### src/rtl/capture_ctrl.sv
// ---------------------------------------------------------------------------
// capture_ctrl
//
// Sample-capture controller for the oscilloscope datapath. It takes the
// capture settings from the MCU register file and does four things:
//   - decimates the ADC streams,
//   - runs a hysteresis trigger on one selected channel,
//   - writes {ADC_B, ADC_A} pairs into external SRAM as a ring buffer,
//   - stops after WIN_DATA post-trigger samples.
//
// Build option:
//   CAPTURE_SLOPE_EN  adds the Trig_Slope input and a falling-edge trigger.
//                     Without it the trigger only fires on a rising edge.
//
// Ports:
//   CLK                 sample clock; all logic runs on the rising edge
//   nRESET              asynchronous active-low reset
//   Start_Write_s       capture run level, already synchronous to CLK
//   Enable_Trigger      1 = wait for the trigger, 0 = fire on the first ARMED store
//   Sync_channel_sel    trigger source: 0 = ADC_A, 1 = ADC_B
//   Decimation          store one sample every Decimation+1 cycles
//   Trigger_level_UP    fire threshold (arm threshold on a falling slope)
//   Trigger_level_Down  re-arm threshold (fire threshold on a falling slope)
//   WIN_DATA            number of post-trigger samples
//   ADC_A, ADC_B        channel samples, valid every cycle
//   Trig_Slope          (CAPTURE_SLOPE_EN only) 0 = rising, 1 = falling
//   SRAM_ADDR           registered write address
//   SRAM_DATA_OUT       registered write data {ADC_B, ADC_A}
//   SRAM_WE_n           active-low write strobe, one cycle wide
//   Triggered           the trigger has occurred in the current run
//   Trig_Addr           address of the trigger sample
//   Capture_Done        capture complete
// ---------------------------------------------------------------------------
module capture_ctrl #(
  parameter int ADDR_W = 18,
  parameter int DATA_W = 8
) (
  input  logic                CLK,
  input  logic                nRESET,
  input  logic                Start_Write_s,
  input  logic                Enable_Trigger,
  input  logic                Sync_channel_sel,
  input  logic [23:0]         Decimation,
  input  logic [DATA_W-1:0]   Trigger_level_UP,
  input  logic [DATA_W-1:0]   Trigger_level_Down,
  input  logic [ADDR_W-1:0]   WIN_DATA,
  input  logic [DATA_W-1:0]   ADC_A,
  input  logic [DATA_W-1:0]   ADC_B,
`ifdef CAPTURE_SLOPE_EN
  input  logic                Trig_Slope,
`endif
  output logic [ADDR_W-1:0]   SRAM_ADDR,
  output logic [2*DATA_W-1:0] SRAM_DATA_OUT,
  output logic                SRAM_WE_n,
  output logic                Triggered,
  output logic [ADDR_W-1:0]   Trig_Addr,
  output logic                Capture_Done
);

  typedef enum logic [2:0] {
    ST_IDLE,
    ST_PRETRIG,
    ST_ARMED,
    ST_POSTTRIG,
    ST_DONE
  } state_e;

  // The ring holds 2^ADDR_W samples. This is kept one bit wider so that
  // WIN_DATA = 0 gives a pre-trigger history of the full ring.
  localparam logic [ADDR_W:0] RING_SIZE = {1'b1, {ADDR_W{1'b0}}};

  state_e              state_q, state_d;
  logic                start_q;
  logic [23:0]         dec_q, dec_d;
  logic [ADDR_W-1:0]   addr_q, addr_d;
  logic [ADDR_W:0]     pre_q, pre_d;
  logic [ADDR_W:0]     post_q, post_d;
  logic                arm_q, arm_d;
  logic                fire_q, fire_d;
  logic                trig_q, trig_d;
  logic [ADDR_W-1:0]   trig_addr_q, trig_addr_d;
  logic                done_q, done_d;
  logic                we_n_q, we_n_d;
  logic [ADDR_W-1:0]   sram_addr_q, sram_addr_d;
  logic [2*DATA_W-1:0] sram_data_q, sram_data_d;

  // These are the values the current cycle works from. In the cycle that
  // starts a run they are the entry values, so the first store at
  // address 0 happens in that same cycle and the strobe appears on the
  // next one.
  state_e              st_eff;
  logic [23:0]         dec_eff;
  logic [ADDR_W-1:0]   addr_eff;
  logic [ADDR_W:0]     pre_eff;
  logic [ADDR_W:0]     pre_next;
  logic                arm_eff;

  logic                run_start;
  logic                active;
  logic                store;
  logic [ADDR_W:0]     pre_thresh;
  logic [DATA_W-1:0]   sample;
  logic                falling;
  logic                arm_hit;
  logic                fire_hit;

  assign run_start  = (state_q == ST_IDLE) && Start_Write_s && !start_q;
  assign pre_thresh = RING_SIZE - {1'b0, WIN_DATA};
  assign sample     = Sync_channel_sel ? ADC_B : ADC_A;

`ifdef CAPTURE_SLOPE_EN
  assign falling = Trig_Slope;
`else
  assign falling = 1'b0;
`endif

  // Hysteresis: the arm condition and the fire condition are on opposite
  // thresholds. A falling slope swaps which threshold does which job.
  assign arm_hit  = falling ? (sample >= Trigger_level_UP)
                            : (sample <= Trigger_level_Down);
  assign fire_hit = falling ? (sample <= Trigger_level_Down)
                            : (sample >= Trigger_level_UP);

  // Next-state and datapath logic. The SRAM outputs are computed here and
  // registered together, so address, data and strobe change on the same
  // edge. Triggered is delayed by one extra cycle through fire_q, which
  // makes it rise on the cycle after the trigger strobe.
  always_comb begin
    st_eff   = state_q;
    dec_eff  = dec_q;
    addr_eff = addr_q;
    pre_eff  = pre_q;
    arm_eff  = arm_q;
    trig_d   = trig_q | fire_q;

    if (run_start) begin
      st_eff   = ST_PRETRIG;
      dec_eff  = '0;
      addr_eff = '0;
      pre_eff  = '0;
      arm_eff  = 1'b0;
      trig_d   = 1'b0;
    end

    state_d     = st_eff;
    dec_d       = dec_eff;
    addr_d      = addr_eff;
    pre_d       = pre_eff;
    pre_next    = pre_eff;
    post_d      = post_q;
    arm_d       = arm_eff;
    fire_d      = 1'b0;
    trig_addr_d = trig_addr_q;
    we_n_d      = 1'b1;
    sram_addr_d = sram_addr_q;
    sram_data_d = sram_data_q;
    active      = 1'b0;
    store       = 1'b0;

    if (!Start_Write_s) begin
      state_d = ST_IDLE;
    end else begin
      unique case (st_eff)
        ST_PRETRIG, ST_ARMED: active = 1'b1;
        // Uses >= rather than == so that WIN_DATA lowered mid-run below
        // the current count still ends the capture.
        ST_POSTTRIG: begin
          if (post_q >= {1'b0, WIN_DATA}) begin
            state_d = ST_DONE;
          end else begin
            active = 1'b1;
          end
        end
        default: ;
      endcase
    end

    // The decimation counter wraps at Decimation. Using >= means a
    // mid-run reduction never leaves the counter stranded above the limit.
    if (active) begin
      store = (dec_eff == 24'd0);
      if (dec_eff >= Decimation) begin
        dec_d = 24'd0;
      end else begin
        dec_d = dec_eff + 24'd1;
      end
    end

    if (store) begin
      we_n_d      = 1'b0;
      sram_addr_d = addr_eff;
      sram_data_d = {ADC_B, ADC_A};
      addr_d      = addr_eff + {{(ADDR_W-1){1'b0}}, 1'b1};
    end

    if (active) begin
      unique case (st_eff)
        ST_PRETRIG: begin
          pre_next = pre_eff + {{ADDR_W{1'b0}}, store};
          pre_d    = pre_next;
          if (store && arm_hit) begin
            arm_d = 1'b1;
          end
          if (pre_next >= pre_thresh) begin
            state_d = ST_ARMED;
          end
        end
        ST_ARMED: begin
          if (store) begin
            if (arm_hit) begin
              arm_d = 1'b1;
            end
            // arm_eff is the flag from earlier stores. A sample that arms
            // the trigger cannot also fire it.
            if (!Enable_Trigger || (arm_eff && fire_hit)) begin
              fire_d      = 1'b1;
              trig_addr_d = addr_eff;
              post_d      = '0;
              state_d     = ST_POSTTRIG;
            end
          end
        end
        ST_POSTTRIG: begin
          if (store) begin
            post_d = post_q + {{ADDR_W{1'b0}}, 1'b1};
          end
        end
        default: ;
      endcase
    end

    done_d = (state_d == ST_DONE);
  end

  // State and datapath registers. The reset is asynchronous, so asserting
  // nRESET mid-capture releases the write strobe at once.
  always_ff @(posedge CLK or negedge nRESET) begin
    if (!nRESET) begin
      state_q     <= ST_IDLE;
      start_q     <= 1'b0;
      dec_q       <= '0;
      addr_q      <= '0;
      pre_q       <= '0;
      post_q      <= '0;
      arm_q       <= 1'b0;
      fire_q      <= 1'b0;
      trig_q      <= 1'b0;
      trig_addr_q <= '0;
      done_q      <= 1'b0;
      we_n_q      <= 1'b1;
      sram_addr_q <= '0;
      sram_data_q <= '0;
    end else begin
      state_q     <= state_d;
      start_q     <= Start_Write_s;
      dec_q       <= dec_d;
      addr_q      <= addr_d;
      pre_q       <= pre_d;
      post_q      <= post_d;
      arm_q       <= arm_d;
      fire_q      <= fire_d;
      trig_q      <= trig_d;
      trig_addr_q <= trig_addr_d;
      done_q      <= done_d;
      we_n_q      <= we_n_d;
      sram_addr_q <= sram_addr_d;
      sram_data_q <= sram_data_d;
    end
  end

  assign SRAM_ADDR     = sram_addr_q;
  assign SRAM_DATA_OUT = sram_data_q;
  assign SRAM_WE_n     = we_n_q;
  assign Triggered     = trig_q;
  assign Trig_Addr     = trig_addr_q;
  assign Capture_Done  = done_q;

endmodule

### config.mk
export PLATFORM = sky130hd
export DESIGN_NAME = capture_ctrl
export DESIGN_NICKNAME = d
export VERILOG_FILES = /design/src/rtl/capture_ctrl.sv
export SDC_FILE = /design/constraint.sdc
export NUM_CORES = 1
export LEC_CHECK = 0
export CORE_UTILIZATION = 33
export DETAILED_ROUTE_END_ITERATION = 16
export MAX_ROUTING_LAYER = met4
export PLACE_DENSITY = 0.6
export SLEW_MARGIN = 30
export SYNTH_ARGS = -nofsm -noshare
export SYNTH_HDL_FRONTEND = slang
export SYNTH_SLANG_ARGS = --single-unit
### constraint.sdc
create_clock -name CLK -period 7 [get_ports CLK]
set_input_delay 2.1 -clock CLK [delete_from_list [all_inputs] [get_ports CLK]]
set_output_delay 2.1 -clock CLK [all_outputs]
set_load 0.01 [all_outputs]
==> results.toml <==
[pwr]
power_frac_seq_pct = 40.4
intPower_mw = 1.59
peakVddDrop_mv = 0.160
p_comb_share_pct = 18.5
finalPower_mw = 2.26
switchingPower_mw = 0.663
sw_frac_of_total_pct = 29.4
pwr_density_cell_nw_per_um2 = 193
leakage_nw = 5.42
clkPwrFrac_pct = 41.0

[global_routing]
grt_pass1_vias = 7943
grt_overflow = 0
grt_max_degree = 97
antenna_found_initial = 0
grt_pass1_wl_um = 39600
grt_usage_pct = 17.8

[finish]
multiInputGateArea_sq_um = 5260
final_area_sq_um = 11700
layout-drive-gt1-share_pct = 8.38
fin_cells = 1601
antenna_cells = 0
final_common_cell = "nand2_1"
final_cell_mix = "nand2_1 (177), dfrtp_1 (140), clkdlybuf4s50_1 (132)"
regArea_sq_um = 3530
fillers = 2752
syn2layout_area_growth_pct = 26.7
fin_nets = 1379

[route]
ant_nets = 0
remaining_drc_errors = 0
post_drt_wl_per_cell_um = 14.6
routed_wl_um = 23300
drt_iter0_drc = 459
dr.pass1.iters = 5
routed_via_density = 4.90
vias = 7848

[floorplan]
initial_utilization_pct = 34.0
die-area_sq_um = 28700
die_x_um = 169
coreArea_sq_um = 27200
top_level_ports = 134
row_count = 60
die_h_um = 169

[cts]
insertion_delay_ps = 420
cts-buffers-inserted = 17
cts_resized = 0
cts_sinks = 141
clock_path_buffers = 2
cts_tree = "done"
cts_hold_buf = 0
cts_setup_buffers = 0
cts_root_buf = "clkbuf_16"
htreeDepth = 4
clk_pin_slew_ps = 70

[hold_path]
hold_path_class = "reg2reg"

[placement]
port_buffers = 133
globalplace.congestion = 0.876
place_area_sq_um = 11100
dpl.hpwl_um = 17400
place_inst = 1569

[critical_path]
crit_type = "in2reg"
critPathMaxFanout = 3
cp.arrival_ps = 6850
worstPathRequired_ps = 7350
crit_path_end_kind = "flop"
critPathLaunchType = "primary input"

[timing]
rsz0062_at_grt = "no"
tightest_slew_ps = 893
relSlewSlack_pct = 40.1
post-route-min-period_ps = 6500
finalSetupViolations = 0
drv_slew = 0
post-route-period-util_pct = 92.9
hold_viol = 0
max_freq_ghz = 0.154
fin_worst_skew_ps = 9.21

[synth]
synth_top_flop_cell = "dfrtp_1"
synth_area_sq_um = 9230
yosys_register_bits = 141
seq_area_frac_synth_pct = 38.2
synth_area_per_cell_sq_um = 8.58
synth_cells = 1076
async_reset_ff_share_pct = 100
ys_types = 59
ys_warn_count = 0
synth_nets = 1239
synth_edf_count = 0

[run]
cap_violations = 0

[run_status]
status = "finished, final reports clean"
-- area by class of cell --
type	count	share of cell area [%]
clock buffers	17	3.64
repair buffers	163	13.3
well taps	372	3.98
flip-flops and latches	141	30.2
multi-input cells	817	45.0
clock inverters	15	1.44
inverters	76	2.46
-- flip-flops by register name, indices dropped and copies added (netlist names), 3 cells and up --
name	flops
pre_q	19
post_q	19
dec_q	24
SRAM_ADDR	18
SRAM_DATA_OUT	16
Trig_Addr	18
state_q	3
addr_q	18
-- synth_stat cells, types with 2 or more instances --
cell type | count | area share, %
nor3_1 | 28 | 1.5
nor4b_2 | 3 | 0.49
and2_1 | 23 | 1.6
o211ai_1 | 3 | 0.24
dfrtp_1 | 140 | 38
a22o_1 | 3 | 0.28
nor4_2 | 5 | 0.68
or3_1 | 7 | 0.47
xnor2_1 | 49 | 4.6
a211oi_1 | 7 | 0.57
o21a_1 | 7 | 0.57
and4_1 | 3 | 0.28
nor2b_1 | 4 | 0.27
nor2_1 | 87 | 3.5
buf_6 | 3 | 0.37
o22ai_1 | 3 | 0.20
nor4_1 | 13 | 0.88
clkbuf_1 | 21 | 0.85
or4_1 | 3 | 0.24
nand3_1 | 40 | 2.2
mux2_2 | 11 | 1.3
a21oi_1 | 38 | 2.1
mux2i_1 | 3 | 0.33
ha_1 | 84 | 11
o21ai_0 | 73 | 4.0
a21o_1 | 19 | 1.5
o31ai_1 | 5 | 0.41
xor2_1 | 30 | 2.8
nand2b_1 | 8 | 0.54
nand2_1 | 178 | 7.2
and3_1 | 18 | 1.2
buf_1 | 3 | 0.12
buf_2 | 15 | 0.81
a31o_2 | 3 | 0.28
inv_1 | 75 | 3.0
nand4_1 | 33 | 2.2
a31oi_1 | 5 | 0.34
and2_0 | 2 | 0.14
-- worst max-delay path, cell delays in order --
cell and delay [ps]:
clkdlybuf4s50_1 510, nor2b_2 180, nand2_2 70, nand2_1 100, ha_1 200, nor4b_4 210, nand4_1 150, o2bb2ai_2 170
and2_1 180, a31o_1 130, ha_1 170, ha_1 170, and3_4 190, nand4_1 130, or4_4 570, nor2_4 130
and4_4 230, nand3_1 90, xor2_1 140, nor2_1 60, ha_1 340, a211oi_2 180, o211ai_1 130, a21oi_2 140
o22ai_1 80, o21ai_1 130
-- logic make-up (layout without fill, tap and decap cells) --
| logic type | count (synthesis) | in the layout | synth area share (%) |
|---|---|---|---|
| buf+inv | 118 | 271 | 5.27 |
| compound gates | 174 | 174 | 11.3 |
| xor+xnor | 79 | 79 | 7.49 |
| flops | 141 | 141 | 38.2 |
| mux | 14 | 14 | 1.67 |
| simple gates | 466 | 466 | 24.7 |
| fa+ha+maj | 84 | 84 | 11.4 |
-- power by group through the flow --
stage / clock network [mW] / registers (mW) / logic [mW]
5_1_grt: 0.990 / 0.917 / 0.467
6_report: 0.926 / 0.912 / 0.418
4_1_cts: 0.954 / 0.911 / 0.421
3_3_place_gp: 0 / 0.925 / 0.414
3_5_place_dp: 0 / 0.927 / 0.419
2_1_floorplan: 0 / 0.945 / 0.172
-- metrics by stage --
stage               hold slack, ps  TNS [ps]  util [%]  setup slack [ps]
global route                   488         0      43.0              33.2
floorplan                      442         0         -              7.95
detailed placement             461      -167      40.7              -137
CTS                            478         0      42.9               309
finish                         474         0      43.0               499
global placement               446         0      40.7              85.8
-- layer usage --
| metal | wire (um) | part of all wire (%) | track usage (%) |
|---|---|---|---|
| met2 | 10800 | 46 | 29.0 |
| met1 | 11200 | 48 | 22.9 |
| met3 | 1090 | 4.6 | 3.40 |
| met4 | 208 | 0.89 | 3.80 |
| met5 | 0 | 0 | - |
-- final timing paths --
path	slack [ps]	depth (start not counted)	endpoint	start
worst max-delay path	500	26	state_q[0]$_DFF_PN0_	Start_Write_s
worst min-delay path	470	2	SRAM_DATA_OUT[13]$_DFFE_PN0N_	SRAM_DATA_OUT[13]$_DFFE_PN0N_
worst max register to register	1990	25	state_q[0]$_DFF_PN0_	state_q[0]$_DFF_PN0_
worst min register to register	470	2	SRAM_DATA_OUT[13]$_DFFE_PN0N_	SRAM_DATA_OUT[13]$_DFFE_PN0N_
max in group asynchronous	4050	2	Capture_Done$_DFF_PN0_	nRESET
min in group asynchronous	1750	1	SRAM_DATA_OUT[2]$_DFFE_PN0N_	nRESET
Power figures use the tool's default switching activity.
